--- src/rtl/prei_rc_qp_ctrl_pkg.sv ---
// Shared constants for the CTU-level QP generator: FSM encodings, RC deltas, ROI field widths.
// Latency: n/a (definitions only).
// Backpressure: n/a.
package prei_rc_qp_ctrl_pkg;

  // FSM state encodings
  localparam logic [2:0] ST_IDLE  = 3'd0;
  localparam logic [2:0] ST_SCAN  = 3'd1;
  localparam logic [2:0] ST_CALC  = 3'd2;
  localparam logic [2:0] ST_CLAMP = 3'd3;
  localparam logic [2:0] ST_DONE  = 3'd4;

  // Budget-driven QP deltas (8-bit signed to match the QP arithmetic width)
  localparam logic signed [7:0] RC_DQP_P2 = 8'sd2;
  localparam logic signed [7:0] RC_DQP_P1 = 8'sd1;
  localparam logic signed [7:0] RC_DQP_Z  = 8'sd0;
  localparam logic signed [7:0] RC_DQP_M1 = -8'sd1;
  localparam logic signed [7:0] RC_DQP_M2 = -8'sd2;

  // L1/L2 thresholds are programmed in units of 256 bits
  localparam int THR_SHIFT = 8;

  // ROI register field widths
  localparam int ROI_X_W   = 7;
  localparam int ROI_Y_W   = 7;
  localparam int ROI_W_W   = 7;
  localparam int ROI_H_W   = 6;
  localparam int ROI_DQP_W = 6;

  // Minimum compare width: rx+w (7b+7b) always fits in 8 bits, so no wrap
  localparam int ROI_CMP_W = 8;

endpackage

--- src/rtl/prei_rc_qp_ctrl_if.sv ---
// CTU request/response bundle between mode decision, the QP generator and the encoder core.
// Latency: n/a (wires only).
// Backpressure: none; start is a pulse, done is a pulse, busy tells the master when starts are dropped.
interface prei_rc_qp_ctrl_if #(
  parameter int PIC_X_WIDTH = 8,
  parameter int PIC_Y_WIDTH = 8,
  parameter int COST_WIDTH  = 28,
  parameter int BIT_WIDTH   = 16
);
  logic                   rc_start_i;
  logic [PIC_X_WIDTH-1:0] rc_ctu_x_i;
  logic [PIC_Y_WIDTH-1:0] rc_ctu_y_i;
  logic [COST_WIDTH-1:0]  modebest64_i;
  logic                   bits_vld_i;
  logic [BIT_WIDTH-1:0]   actual_bitnum_i;
  logic [5:0]             rc_qp_o;
  logic                   rc_done_o;
  logic                   rc_busy_o;
  logic [31:0]            mod64_sum_o;

  modport master (
    output rc_start_i, rc_ctu_x_i, rc_ctu_y_i, modebest64_i, bits_vld_i, actual_bitnum_i,
    input  rc_qp_o, rc_done_o, rc_busy_o, mod64_sum_o
  );

  modport slave (
    input  rc_start_i, rc_ctu_x_i, rc_ctu_y_i, modebest64_i, bits_vld_i, actual_bitnum_i,
    output rc_qp_o, rc_done_o, rc_busy_o, mod64_sum_o
  );
endinterface

--- src/rtl/prei_rc_qp_ctrl_roi_match.sv ---
// Single ROI region hit test: (x,y) inside [rx,rx+w) x [ry,ry+h), region disabled when w==0.
// Latency: combinational.
// Backpressure: none.
module prei_roi_match
  import prei_rc_qp_ctrl_pkg::*;
#(
  parameter int CMP_W = ROI_CMP_W
) (
  input  logic [CMP_W-1:0]   x,
  input  logic [CMP_W-1:0]   y,
  input  logic [ROI_X_W-1:0] rx,
  input  logic [ROI_Y_W-1:0] ry,
  input  logic [ROI_W_W-1:0] w,
  input  logic [ROI_H_W-1:0] h,
  output logic               hit
);
  logic [CMP_W-1:0] x_lo, x_hi, y_lo, y_hi;

  // Region bounds widened so rx+w / ry+h can never wrap
  always_comb begin
    x_lo = CMP_W'(rx);
    y_lo = CMP_W'(ry);
    x_hi = CMP_W'(rx) + CMP_W'(w);
    y_hi = CMP_W'(ry) + CMP_W'(h);
    hit  = (w != '0) && (x >= x_lo) && (x < x_hi) && (y >= y_lo) && (y < y_hi);
  end
endmodule

--- src/rtl/prei_rc_qp_ctrl.sv ---
// CTU QP generator: frame QP + budget-error delta + first-matching ROI delta, clamped to [min,max].
// Latency: rc_done_o fires NUM_ROI+3 cycles after an accepted rc_start_i.
// Backpressure: rc_start_i is dropped while busy; bits_vld_i is accepted every cycle.
module prei_rc_qp_ctrl
  import prei_rc_qp_ctrl_pkg::*;
#(
  parameter int PIC_X_WIDTH = 8,
  parameter int PIC_Y_WIDTH = 8,
  parameter int NUM_ROI     = 4,
  parameter int COST_WIDTH  = 28,
  parameter int BIT_WIDTH   = 16,
  parameter int ERR_WIDTH   = 32
) (
  input  logic                           clk,
  input  logic                           rstn,
  prei_rc_qp_ctrl_if.slave               rc,
  input  logic [BIT_WIDTH-1:0]           reg_target_bits_i,
  input  logic                           reg_lcu_rc_en,
  input  logic [9:0]                     reg_L1_frame_byte,
  input  logic [9:0]                     reg_L2_frame_byte,
  input  logic [5:0]                     reg_initial_qp,
  input  logic [5:0]                     reg_max_qp,
  input  logic [5:0]                     reg_min_qp,
  input  logic [NUM_ROI*ROI_X_W-1:0]     reg_roi_x_i,
  input  logic [NUM_ROI*ROI_Y_W-1:0]     reg_roi_y_i,
  input  logic [NUM_ROI*ROI_W_W-1:0]     reg_roi_w_i,
  input  logic [NUM_ROI*ROI_H_W-1:0]     reg_roi_h_i,
  input  logic [NUM_ROI*ROI_DQP_W-1:0]   reg_roi_dqp_i,
  input  logic                           reg_roi_enable
);
  localparam int IW    = (NUM_ROI > 1) ? $clog2(NUM_ROI) : 1;
  localparam int XY_W  = (PIC_X_WIDTH > PIC_Y_WIDTH) ? PIC_X_WIDTH : PIC_Y_WIDTH;
  localparam int CMP_W = (XY_W > ROI_CMP_W) ? XY_W : ROI_CMP_W;
  localparam logic [IW-1:0] LAST_IDX = IW'(NUM_ROI - 1);

  logic [2:0]                   state;
  logic [IW-1:0]                scan_idx;
  logic [PIC_X_WIDTH-1:0]       x_lat;
  logic [PIC_Y_WIDTH-1:0]       y_lat;
  logic                         roi_found;
  logic [ROI_DQP_W-1:0]         roi_dqp;
  logic signed [ERR_WIDTH-1:0]  err;
  logic signed [7:0]            qp_calc;
  logic [5:0]                   qp_q;
  logic                         done_q, busy_q;
  logic [31:0]                  sum_q;

  logic start_acc, frame_start, roi_hit;
  int   sel;

  assign start_acc   = rc.rc_start_i && (state == ST_IDLE || state == ST_DONE);
  assign frame_start = start_acc && (rc.rc_ctu_x_i == '0) && (rc.rc_ctu_y_i == '0);
  assign sel         = int'(scan_idx);

  prei_roi_match #(.CMP_W(CMP_W)) u_roi_match (
    .x   (CMP_W'(x_lat)),
    .y   (CMP_W'(y_lat)),
    .rx  (reg_roi_x_i[sel*ROI_X_W +: ROI_X_W]),
    .ry  (reg_roi_y_i[sel*ROI_Y_W +: ROI_Y_W]),
    .w   (reg_roi_w_i[sel*ROI_W_W +: ROI_W_W]),
    .h   (reg_roi_h_i[sel*ROI_H_W +: ROI_H_W]),
    .hit (roi_hit)
  );

  // Saturating add of (actual - target) into the signed budget error
  logic signed [BIT_WIDTH:0] bit_diff;
  logic signed [ERR_WIDTH:0] err_sum;
  logic signed [ERR_WIDTH-1:0] err_next;
  always_comb begin
    bit_diff = $signed({1'b0, rc.actual_bitnum_i}) - $signed({1'b0, reg_target_bits_i});
    err_sum  = (ERR_WIDTH+1)'(err) + (ERR_WIDTH+1)'(bit_diff);
    if (err_sum[ERR_WIDTH] != err_sum[ERR_WIDTH-1])
      err_next = err_sum[ERR_WIDTH] ? {1'b1, {(ERR_WIDTH-1){1'b0}}} : {1'b0, {(ERR_WIDTH-1){1'b1}}};
    else
      err_next = err_sum[ERR_WIDTH-1:0];
  end

  // Budget delta from the error thresholds, plus ROI delta, on the frame QP
  logic signed [ERR_WIDTH:0] err_x, thr1, thr2;
  logic signed [7:0] rc_delta, roi_delta, qp_sum;
  always_comb begin
    err_x = (ERR_WIDTH+1)'(err);
    thr1  = $signed((ERR_WIDTH+1)'(reg_L1_frame_byte) << THR_SHIFT);
    thr2  = $signed((ERR_WIDTH+1)'(reg_L2_frame_byte) << THR_SHIFT);
    rc_delta = RC_DQP_Z;
    if (reg_lcu_rc_en) begin
      if (err_x >= thr2)       rc_delta = RC_DQP_P2;
      else if (err_x >= thr1)  rc_delta = RC_DQP_P1;
      else if (err_x <= -thr2) rc_delta = RC_DQP_M2;
      else if (err_x <= -thr1) rc_delta = RC_DQP_M1;
    end
    roi_delta = (reg_roi_enable && roi_found) ? 8'(signed'(roi_dqp)) : 8'sd0;
    qp_sum    = $signed({2'b00, reg_initial_qp}) + rc_delta + roi_delta;
  end

  // Lower clamp first (negative counts as below min), then upper clamp wins
  logic signed [7:0] qp_lo;
  logic [5:0] qp_clamped;
  always_comb begin
    if (qp_calc[7] || (qp_calc < $signed({2'b00, reg_min_qp})))
      qp_lo = $signed({2'b00, reg_min_qp});
    else
      qp_lo = qp_calc;
    if (qp_lo > $signed({2'b00, reg_max_qp}))
      qp_clamped = reg_max_qp;
    else
      qp_clamped = qp_lo[5:0];
  end

  // CTU FSM: latch request, scan regions, compute, clamp, publish
  always_ff @(posedge clk) begin
    if (!rstn) begin
      state     <= ST_IDLE;
      scan_idx  <= '0;
      x_lat     <= '0;
      y_lat     <= '0;
      roi_found <= 1'b0;
      roi_dqp   <= '0;
      qp_calc   <= '0;
      qp_q      <= '0;
      done_q    <= 1'b0;
      busy_q    <= 1'b0;
    end else begin
      done_q <= 1'b0;
      case (state)
        ST_SCAN: begin
          if (roi_hit && !roi_found) begin
            roi_found <= 1'b1;
            roi_dqp   <= reg_roi_dqp_i[sel*ROI_DQP_W +: ROI_DQP_W];
          end
          scan_idx <= scan_idx + 1'b1;
          if (scan_idx == LAST_IDX) state <= ST_CALC;
        end
        ST_CALC: begin
          qp_calc <= qp_sum;
          state   <= ST_CLAMP;
        end
        ST_CLAMP: begin
          qp_q   <= qp_clamped;
          done_q <= 1'b1;
          busy_q <= 1'b0;
          state  <= ST_DONE;
        end
        default: state <= ST_IDLE;
      endcase
      if (start_acc) begin
        state     <= ST_SCAN;
        scan_idx  <= '0;
        x_lat     <= rc.rc_ctu_x_i;
        y_lat     <= rc.rc_ctu_y_i;
        roi_found <= 1'b0;
        busy_q    <= 1'b1;
      end
    end
  end

  // Budget error: frame start clears it and drops a coincident strobe from the old frame
  always_ff @(posedge clk) begin
    if (!rstn)            err <= '0;
    else if (frame_start) err <= '0;
    else if (rc.bits_vld_i) err <= err_next;
  end

  // Frame cost sum: reload on frame start, otherwise wrap-around accumulate
  always_ff @(posedge clk) begin
    if (!rstn)            sum_q <= '0;
    else if (frame_start) sum_q <= 32'(rc.modebest64_i);
    else if (start_acc)   sum_q <= sum_q + 32'(rc.modebest64_i);
  end

  assign rc.rc_qp_o     = qp_q;
  assign rc.rc_done_o   = done_q;
  assign rc.rc_busy_o   = busy_q;
  assign rc.mod64_sum_o = sum_q;
endmodule
--- src/flat_wrapper.sv ---
// flat-port wrapper written by rule: the top's interface ports become plain ports
module prei_rc_qp_ctrl_flat import prei_rc_qp_ctrl_pkg::*;
#(
  parameter int PIC_X_WIDTH = 8,
  parameter int PIC_Y_WIDTH = 8,
  parameter int NUM_ROI     = 4,
  parameter int COST_WIDTH  = 28,
  parameter int BIT_WIDTH   = 16,
  parameter int ERR_WIDTH   = 32
)
  (clk, rstn, reg_target_bits_i, reg_lcu_rc_en, reg_L1_frame_byte, reg_L2_frame_byte, reg_initial_qp, reg_max_qp, reg_min_qp, reg_roi_x_i, reg_roi_y_i, reg_roi_w_i, reg_roi_h_i, reg_roi_dqp_i, reg_roi_enable, rc_rc_start_i, rc_rc_ctu_x_i, rc_rc_ctu_y_i, rc_modebest64_i, rc_bits_vld_i, rc_actual_bitnum_i, rc_rc_qp_o, rc_rc_done_o, rc_rc_busy_o, rc_mod64_sum_o);
  prei_rc_qp_ctrl_if #(.PIC_X_WIDTH(PIC_X_WIDTH), .PIC_Y_WIDTH(PIC_Y_WIDTH), .COST_WIDTH(COST_WIDTH), .BIT_WIDTH(BIT_WIDTH)) rc_i ();
  input  logic clk;
  input  logic rstn;
  input  logic [BIT_WIDTH-1:0] reg_target_bits_i;
  input  logic reg_lcu_rc_en;
  input  logic [9:0] reg_L1_frame_byte;
  input  logic [9:0] reg_L2_frame_byte;
  input  logic [5:0] reg_initial_qp;
  input  logic [5:0] reg_max_qp;
  input  logic [5:0] reg_min_qp;
  input  logic [NUM_ROI*ROI_X_W-1:0] reg_roi_x_i;
  input  logic [NUM_ROI*ROI_Y_W-1:0] reg_roi_y_i;
  input  logic [NUM_ROI*ROI_W_W-1:0] reg_roi_w_i;
  input  logic [NUM_ROI*ROI_H_W-1:0] reg_roi_h_i;
  input  logic [NUM_ROI*ROI_DQP_W-1:0] reg_roi_dqp_i;
  input  logic reg_roi_enable;
  input wire logic [$bits(rc_i.rc_start_i)-1:0] rc_rc_start_i;
  input wire logic [$bits(rc_i.rc_ctu_x_i)-1:0] rc_rc_ctu_x_i;
  input wire logic [$bits(rc_i.rc_ctu_y_i)-1:0] rc_rc_ctu_y_i;
  input wire logic [$bits(rc_i.modebest64_i)-1:0] rc_modebest64_i;
  input wire logic [$bits(rc_i.bits_vld_i)-1:0] rc_bits_vld_i;
  input wire logic [$bits(rc_i.actual_bitnum_i)-1:0] rc_actual_bitnum_i;
  output wire logic [$bits(rc_i.rc_qp_o)-1:0] rc_rc_qp_o;
  output wire logic [$bits(rc_i.rc_done_o)-1:0] rc_rc_done_o;
  output wire logic [$bits(rc_i.rc_busy_o)-1:0] rc_rc_busy_o;
  output wire logic [$bits(rc_i.mod64_sum_o)-1:0] rc_mod64_sum_o;
  assign rc_i.rc_start_i = rc_rc_start_i;
  assign rc_i.rc_ctu_x_i = rc_rc_ctu_x_i;
  assign rc_i.rc_ctu_y_i = rc_rc_ctu_y_i;
  assign rc_i.modebest64_i = rc_modebest64_i;
  assign rc_i.bits_vld_i = rc_bits_vld_i;
  assign rc_i.actual_bitnum_i = rc_actual_bitnum_i;
  assign rc_rc_qp_o = rc_i.rc_qp_o;
  assign rc_rc_done_o = rc_i.rc_done_o;
  assign rc_rc_busy_o = rc_i.rc_busy_o;
  assign rc_mod64_sum_o = rc_i.mod64_sum_o;
  prei_rc_qp_ctrl #(.PIC_X_WIDTH(PIC_X_WIDTH), .PIC_Y_WIDTH(PIC_Y_WIDTH), .NUM_ROI(NUM_ROI), .COST_WIDTH(COST_WIDTH), .BIT_WIDTH(BIT_WIDTH), .ERR_WIDTH(ERR_WIDTH)) u_core (.clk(clk), .rstn(rstn), .rc(rc_i), .reg_target_bits_i(reg_target_bits_i), .reg_lcu_rc_en(reg_lcu_rc_en), .reg_L1_frame_byte(reg_L1_frame_byte), .reg_L2_frame_byte(reg_L2_frame_byte), .reg_initial_qp(reg_initial_qp), .reg_max_qp(reg_max_qp), .reg_min_qp(reg_min_qp), .reg_roi_x_i(reg_roi_x_i), .reg_roi_y_i(reg_roi_y_i), .reg_roi_w_i(reg_roi_w_i), .reg_roi_h_i(reg_roi_h_i), .reg_roi_dqp_i(reg_roi_dqp_i), .reg_roi_enable(reg_roi_enable));
endmodule
--- config.mk ---
export PLATFORM = sky130hd
export DESIGN_NAME = prei_rc_qp_ctrl_flat
export DESIGN_NICKNAME = d
export VERILOG_FILES = /design/src/rtl/prei_rc_qp_ctrl_pkg.sv /design/src/rtl/prei_rc_qp_ctrl_if.sv /design/src/rtl/prei_rc_qp_ctrl_roi_match.sv /design/src/rtl/prei_rc_qp_ctrl.sv /design/src/flat_wrapper.sv
export SDC_FILE = /design/constraint.sdc
export NUM_CORES = 1
export LEC_CHECK = 0
export ABC_AREA = 1
export BUFFER_PORTS_ARGS = -buffer_cell sky130_fd_sc_hd__buf_4
export CAP_MARGIN = 40
export CORE_MARGIN = 2
export CORE_UTILIZATION = 49
export DETAILED_ROUTE_END_ITERATION = 16
export PLACE_DENSITY = 0.73
export SLEW_MARGIN = 0
export SYNTH_ARGS = -nofsm -noshare
export SYNTH_HDL_FRONTEND = slang
export SYNTH_SLANG_ARGS = --single-unit
--- constraint.sdc ---
create_clock -name clk -period 7 [get_ports clk]
set_input_delay 2.1 -clock clk [delete_from_list [all_inputs] [get_ports clk]]
set_output_delay 2.1 -clock clk [all_outputs]
set_load 0.03 [all_outputs]
Word-level counts from Yosys, hierarchy flattened:

Cells that the tools add are included.

* register bits after elaboration: 108
* bits in latches: 0
* bits in writable memories: 0
* memory bits (read-only): 0
* bits of input ports: 252
* output and inout port bits: 40
* logic and storage cells: 89
* memories: 0

* add/subtract/negate cells: 10
* $mul: 2
* div/mod/pow operators: 0
* $lt $le $gt $ge: 10
* eq/ne operators: 8
* shift operators: 5
* multiplexer cells: 18
* bitwise operators: 1
* reduce and logical (&&, ||, !) cells: 21

Operators by type and width (count)
* 28-bit by 32-bit indexed part select with 7-bit output: 3
* 32-bit by 33-bit <= comparator with 1-bit output: 2
* 18-bit negator with 33-bit output: 2
* 32-bit by 19-bit greater-or-equal comparator with 1-bit output: 2
* 32-bit 2-to-1 mux: 2
* 24-bit by 32-bit indexed part select with 6-bit output: 2
* 28-bit 2-to-1 mux: 2
* 8-bit 2-to-1 mux: 7
* 32-bit by 17-bit adder with 33-bit output: 1
* 32-bit by 28-bit adder with 32-bit output: 1
* 16-bit by 16-bit subtractor with 17-bit output: 1
* 8-bit by 7-bit greater-or-equal comparator with 1-bit output: 2
* 8-bit zero test: 2
* 8-bit less-than comparator: 2
* 1-bit logical AND: 9
* 3-bit case mux with 3 select lines: 1
* 7-bit by 6-bit adder with 8-bit output: 1
* 7-bit by 7-bit adder with 8-bit output: 1
* 7-bit by 8-bit adder with 8-bit output: 1
* 8-bit adder: 1
* 8-bit by 7-bit greater-than comparator with 1-bit output: 1
* 8-bit by 7-bit less-than comparator with 1-bit output: 1
* 7-bit nonzero test: 1
* 3-bit by 2-bit equality test with 1-bit output (second input constant): 2
* other kinds (19): 25

Logic depth before layout (Yosys ltp):

* word-level depth: 9
* gate-level depth with buffers: 33
* gate-level depth less buffers: 33

Hierarchy:

Synthesis repeated with hierarchy kept, for this count alone.

* cell total of the unflattened synthesis: 2209
* area total of the unflattened synthesis: 13770.7 µm²

By module, submodules not included
* prei_rc_qp_ctrl: times used 1, cells each 2011, area each 12518.3 µm², seq. area each 2162.1 µm²
* prei_roi_match: times used 1, cells each 198, area each 1252.5 µm², seq. area each 0.0 µm²

Least setup slack after synthesis:

Ideal clock, no wire load.

* path kind: in2reg
* start point: input port reg_L2_frame_byte[0]
* end point: register u_core.qp_calc[7]
* arrival time: 6.274 ns
* slack: 0.611 ns
* cell stages on the path: 26
* buffers on the path: 0
* cells stage by stage: nor3_1 nand3_1 nor3_1 nand3_1 nor2_1 ha_1 nand2_1 o21bai_1 nand2_1 nand2_1 nand2_1 a21oi_1 nand4_1 nand2_1 o21ai_0 nor3_1 fa_1 ha_1 nand2_1 o21ai_0 a21oi_1 inv_1 a21oi_1 xor2_1 o21ai_0 inv_1

* longest elaborated chain between the ends: 8
* elaborated cells on any way between the ends: 9
* those cells by class: add/sub: 3; order compare: 2; mux: 4

RTL lines
* from (decl): line flat_wrapper.sv:18 `input logic [9:0] reg_L2_frame_byte;`
* 18-bit negator with 33-bit output: line prei_rc_qp_ctrl.sv:89 `else if (err_x <= -thr2) rc_delta = RC_DQP_M2;`
* 32-bit by 33-bit <= comparator with 1-bit output: line prei_rc_qp_ctrl.sv:89
* 8-bit 2-to-1 mux: line prei_rc_qp_ctrl.sv:89
* 8-bit 2-to-1 mux: line prei_rc_qp_ctrl.sv:88 `else if (err_x >= thr1) rc_delta = RC_DQP_P1;`
* 8-bit 2-to-1 mux (*): line prei_rc_qp_ctrl.sv:87 `if (err_x >= thr2) rc_delta = RC_DQP_P2;`
* 8-bit 2-to-1 mux (*): line prei_rc_qp_ctrl.sv:86 `if (reg_lcu_rc_en) begin`
* 7-bit by 8-bit adder with 8-bit output (*): line prei_rc_qp_ctrl.sv:93 `qp_sum = $signed({2'b00, reg_initial_qp}) + rc_delta + roi_delta;`
* 8-bit adder (*): line prei_rc_qp_ctrl.sv:93
* to (signal assigned): line prei_rc_qp_ctrl.sv:135 `qp_calc <= qp_sum;`
* to (decl): line prei_rc_qp_ctrl.sv:43 `logic signed [7:0] qp_calc;`

Mark *: on every way between the ends. The rest lies on a longest branch, timed or not.
A chain may end at the register's enable or synchronous reset.

Worst setup path in the final report:

Ends and elaborated chain as after synthesis.

==> flow_summary.json <==
{
  "status": "finished clean",
  "diodes": 0,
  "synth_area_leaders": "ha_1 19%, nand2_1 16%, dfxtp_1 15%",
  "design.core.area_sq_um": 28000,
  "synth_nets": 2733,
  "pwr-share-clk_pct": 14.6,
  "critPathKind": "input pin to register",
  "yosysMostFrequentCell": "nand2_1",
  "wire_per_inst_um": 15.9,
  "via_per_inst": 5.44,
  "vdd_ir_drop_max_v": 0.000137,
  "power.switching_mw": 1.94,
  "leakage_nw": 9.19,
  "power.total_mw": 3.79,
  "stdcell_area_sq_um": 17000,
  "syn2layout_area_growth_pct": 21.2,
  "drt.antenna.violating_nets": 0,
  "setup_ws_ps": 477,
  "drtPass1Iterations": 5,
  "cts_tree": "yes",
  "required_ps": 7280,
  "holdWs_ps": 474,
  "cp-end-kind": "register",
  "setup_violations": 0,
  "pre_cts_ws_ps": -110,
  "ys_ff_latch": 108,
  "hold_viol": 0,
  "powerDensity_nw_per_um2": 223,
  "synth_cells": 2260,
  "slowest_stage": "fa_1",
  "swShare_pct": 51.1,
  "grt_max_degree": 74,
  "clkSinkCount": 108,
  "tns_ps": 0,
  "drv_slew": 0,
  "crit_path_max_incr_delay_ps": 490,
  "seq_area_frac_synth_pct": 15.4,
  "cts.path.max_buffers": 2,
  "ys.flop_type": "dfxtp_1",
  "internal_power_mw": 1.86,
  "yosys.cell_types.count": 49,
  "dieArea_sq_um": 30000,
  "synth_edf_count": 0,
  "numCtsBuffers": 9,
  "fin_crit_ps": 6520,
  "dp_hpwl_um": 38800,
  "yosysTopAreaCell": "ha_1",
  "worstSetupStartpointType": "input pin",
  "fmax_mhz": 153,
  "grt_pass1_vias": 14994,
  "post-route-util_pct": 60.8,
  "nets": 3000,
  "instances_no_fill": 2910,
  "fillers": 2757,
  "clkLatencyLatePin_ps": 380,
  "initial_core_util_pct": 50.1,
  "hp-class": "register to register",
  "syn_area_per_cell_sq_um": 6.21,
  "maxSlewHeadroom_pct": 42.3,
  "clkTransAtPathRegs_ps": 90,
  "place.gp.congestion": 1.01,
  "grt_pass1_wl_um": 73600,
  "skew_ps": 16.3,
  "yosysWarnings": 0,
  "num_vias": 15840,
  "period_share_pct": 93.2,
  "grt_usage_pct": 29.6,
  "crit_top_cell": "a21oi_1",
  "io_pins": 292,
  "dp.cells": 2894,
  "yosys-top-cells-count": "596 x nand2_1, 283 x inv_1, 227 x nor2_1",
  "drc": 0,
  "seq_power_share_pct": 22.5,
  "layout-drive-gt1-share_pct": 15.3,
  "path_max_fanout": 6,
  "rsz0062_at_grt": "no",
  "placed_area_sq_um": 16600,
  "gr-total-overflow": 0,
  "combPwrFrac_pct": 62.8,
  "wirelength_um": 46100,
  "die-width_um": 173,
  "portBuffers": 291,
  "ys_async_sr_fraction_pct": 0,
  "cts-root-buf": "clkbuf_16",
  "dr.first_iter.drc_count": 1147,
  "cp.arrival_ps": 6800,
  "dieHeight_um": 173,
  "max-cap-violations": 0,
  "cts-htree-levels": 3,
  "tightest_slew_ps": 864,
  "yosysTopAreaCellShare_pct": 18.5,
  "antenna_found_initial": 0,
  "syn-cell-area_sq_um": 14000,
  "rows": 61
}
-- cells by family (layout without fill, tap and decap cells) --
family	Yosys count	after routing	share of synthesized area (%)
simple gates	1045	1045	30.8
flops	108	108	15.4
fa+ha+maj	221	221	20.4
buf+inv	343	615	9.48
xor+xnor	74	74	4.62
compound gates	469	469	19.3
-- power groups by stage --
stage / Combinational, mW / Sequential (mW) / Clock, mW
floorplan: 1.68 / 0.852 / 0
global placement: 2.30 / 0.864 / 0
detailed placement: 2.35 / 0.865 / 0
CTS: 2.36 / 0.851 / 0.561
global route: 2.68 / 0.867 / 0.582
finish: 2.38 / 0.855 / 0.554
-- worst max-delay path: cells and delay by family --
kind / cells / cell delay (ps)
AOI/OAI and AO/OA: 9 / 1310
xor gates and xnor gates: 1 / 140
adders and majority gates: 5 / 1580
buffers and inverters: 6 / 560
and+or+nand+nor: 8 / 1100
-- layout by cell type, fill, tap and decap left out, drive strengths merged, types with 3 or more instances in the layout --
cell type	count
o21bai	15
xnor2	19
a21boi	4
o22ai	16
or2	3
nor2	231
buf	311
nand4	21
o21ai	160
ha	208
nand2	615
nand3	117
xor2	55
a211oi	7
nor3	31
nor4	16
clkbuf	9
a21oi	214
a32oi	12
o2111ai	3
dfxtp	108
fa	13
clkinv	6
o21a	6
o211ai	17
inv	289
a22o	3
a21o	6
nand3b	4
-- worst paths after layout --
check                       start              endpoint  slack [ps]  cells past startpoint
max          reg_L2_frame_byte[0]     u_core.qp_calc[7]         480                     29
min          u_core.rc.rc_qp_o[3]  u_core.rc.rc_qp_o[3]         470                      2
max reg2reg    u_core.scan_idx[0]     u_core.roi_dqp[2]        2410                     23
min reg2reg  u_core.rc.rc_qp_o[3]  u_core.rc.rc_qp_o[3]         470                      2
-- cell type report --
cell class              count  area [sq um]  share of cell area, %
multi-input cells        1809         10600                   62.5
repair buffers            311          2360                   13.9
flip-flops and latches    108          2160                   12.7
inverters                 288          1080                   6.35
well taps                 378           473                   2.78
clock buffers               9           225                   1.32
clock inverters             7          88.8                  0.522
-- sequential cells by signal, summed over array words and instances (netlist names) --
register               cells
u_core.roi_dqp             6
u_core.rc.mod64_sum_o     32
u_core.roi_found           1
u_core.rc.rc_done_o        1
u_core.state               3
u_core.err                32
u_core.x_lat               8
u_core.qp_calc             8
u_core.rc.rc_busy_o        1
u_core.scan_idx            2
u_core.rc.rc_qp_o          6
u_core.y_lat               8
-- per-layer routing --
layer / GRT usage (%) / part of all wire, % / up-vias
met3: 2.76 / 5.8 / 57
met2: 51.5 / 48 / 491
met5: 0 / 0 / -
met1: 39.2 / 44 / 7260
met4: 7.87 / 2.0 / 0
li1: - / - / 8032
-- timing repair --
action	4_1_cts	5_1_grt
setup endpoints to repair	0	3
gates resized for setup	0	14
hold buffers	0	0
setup buffers	0	0
(Power assumes the default switching activity.)
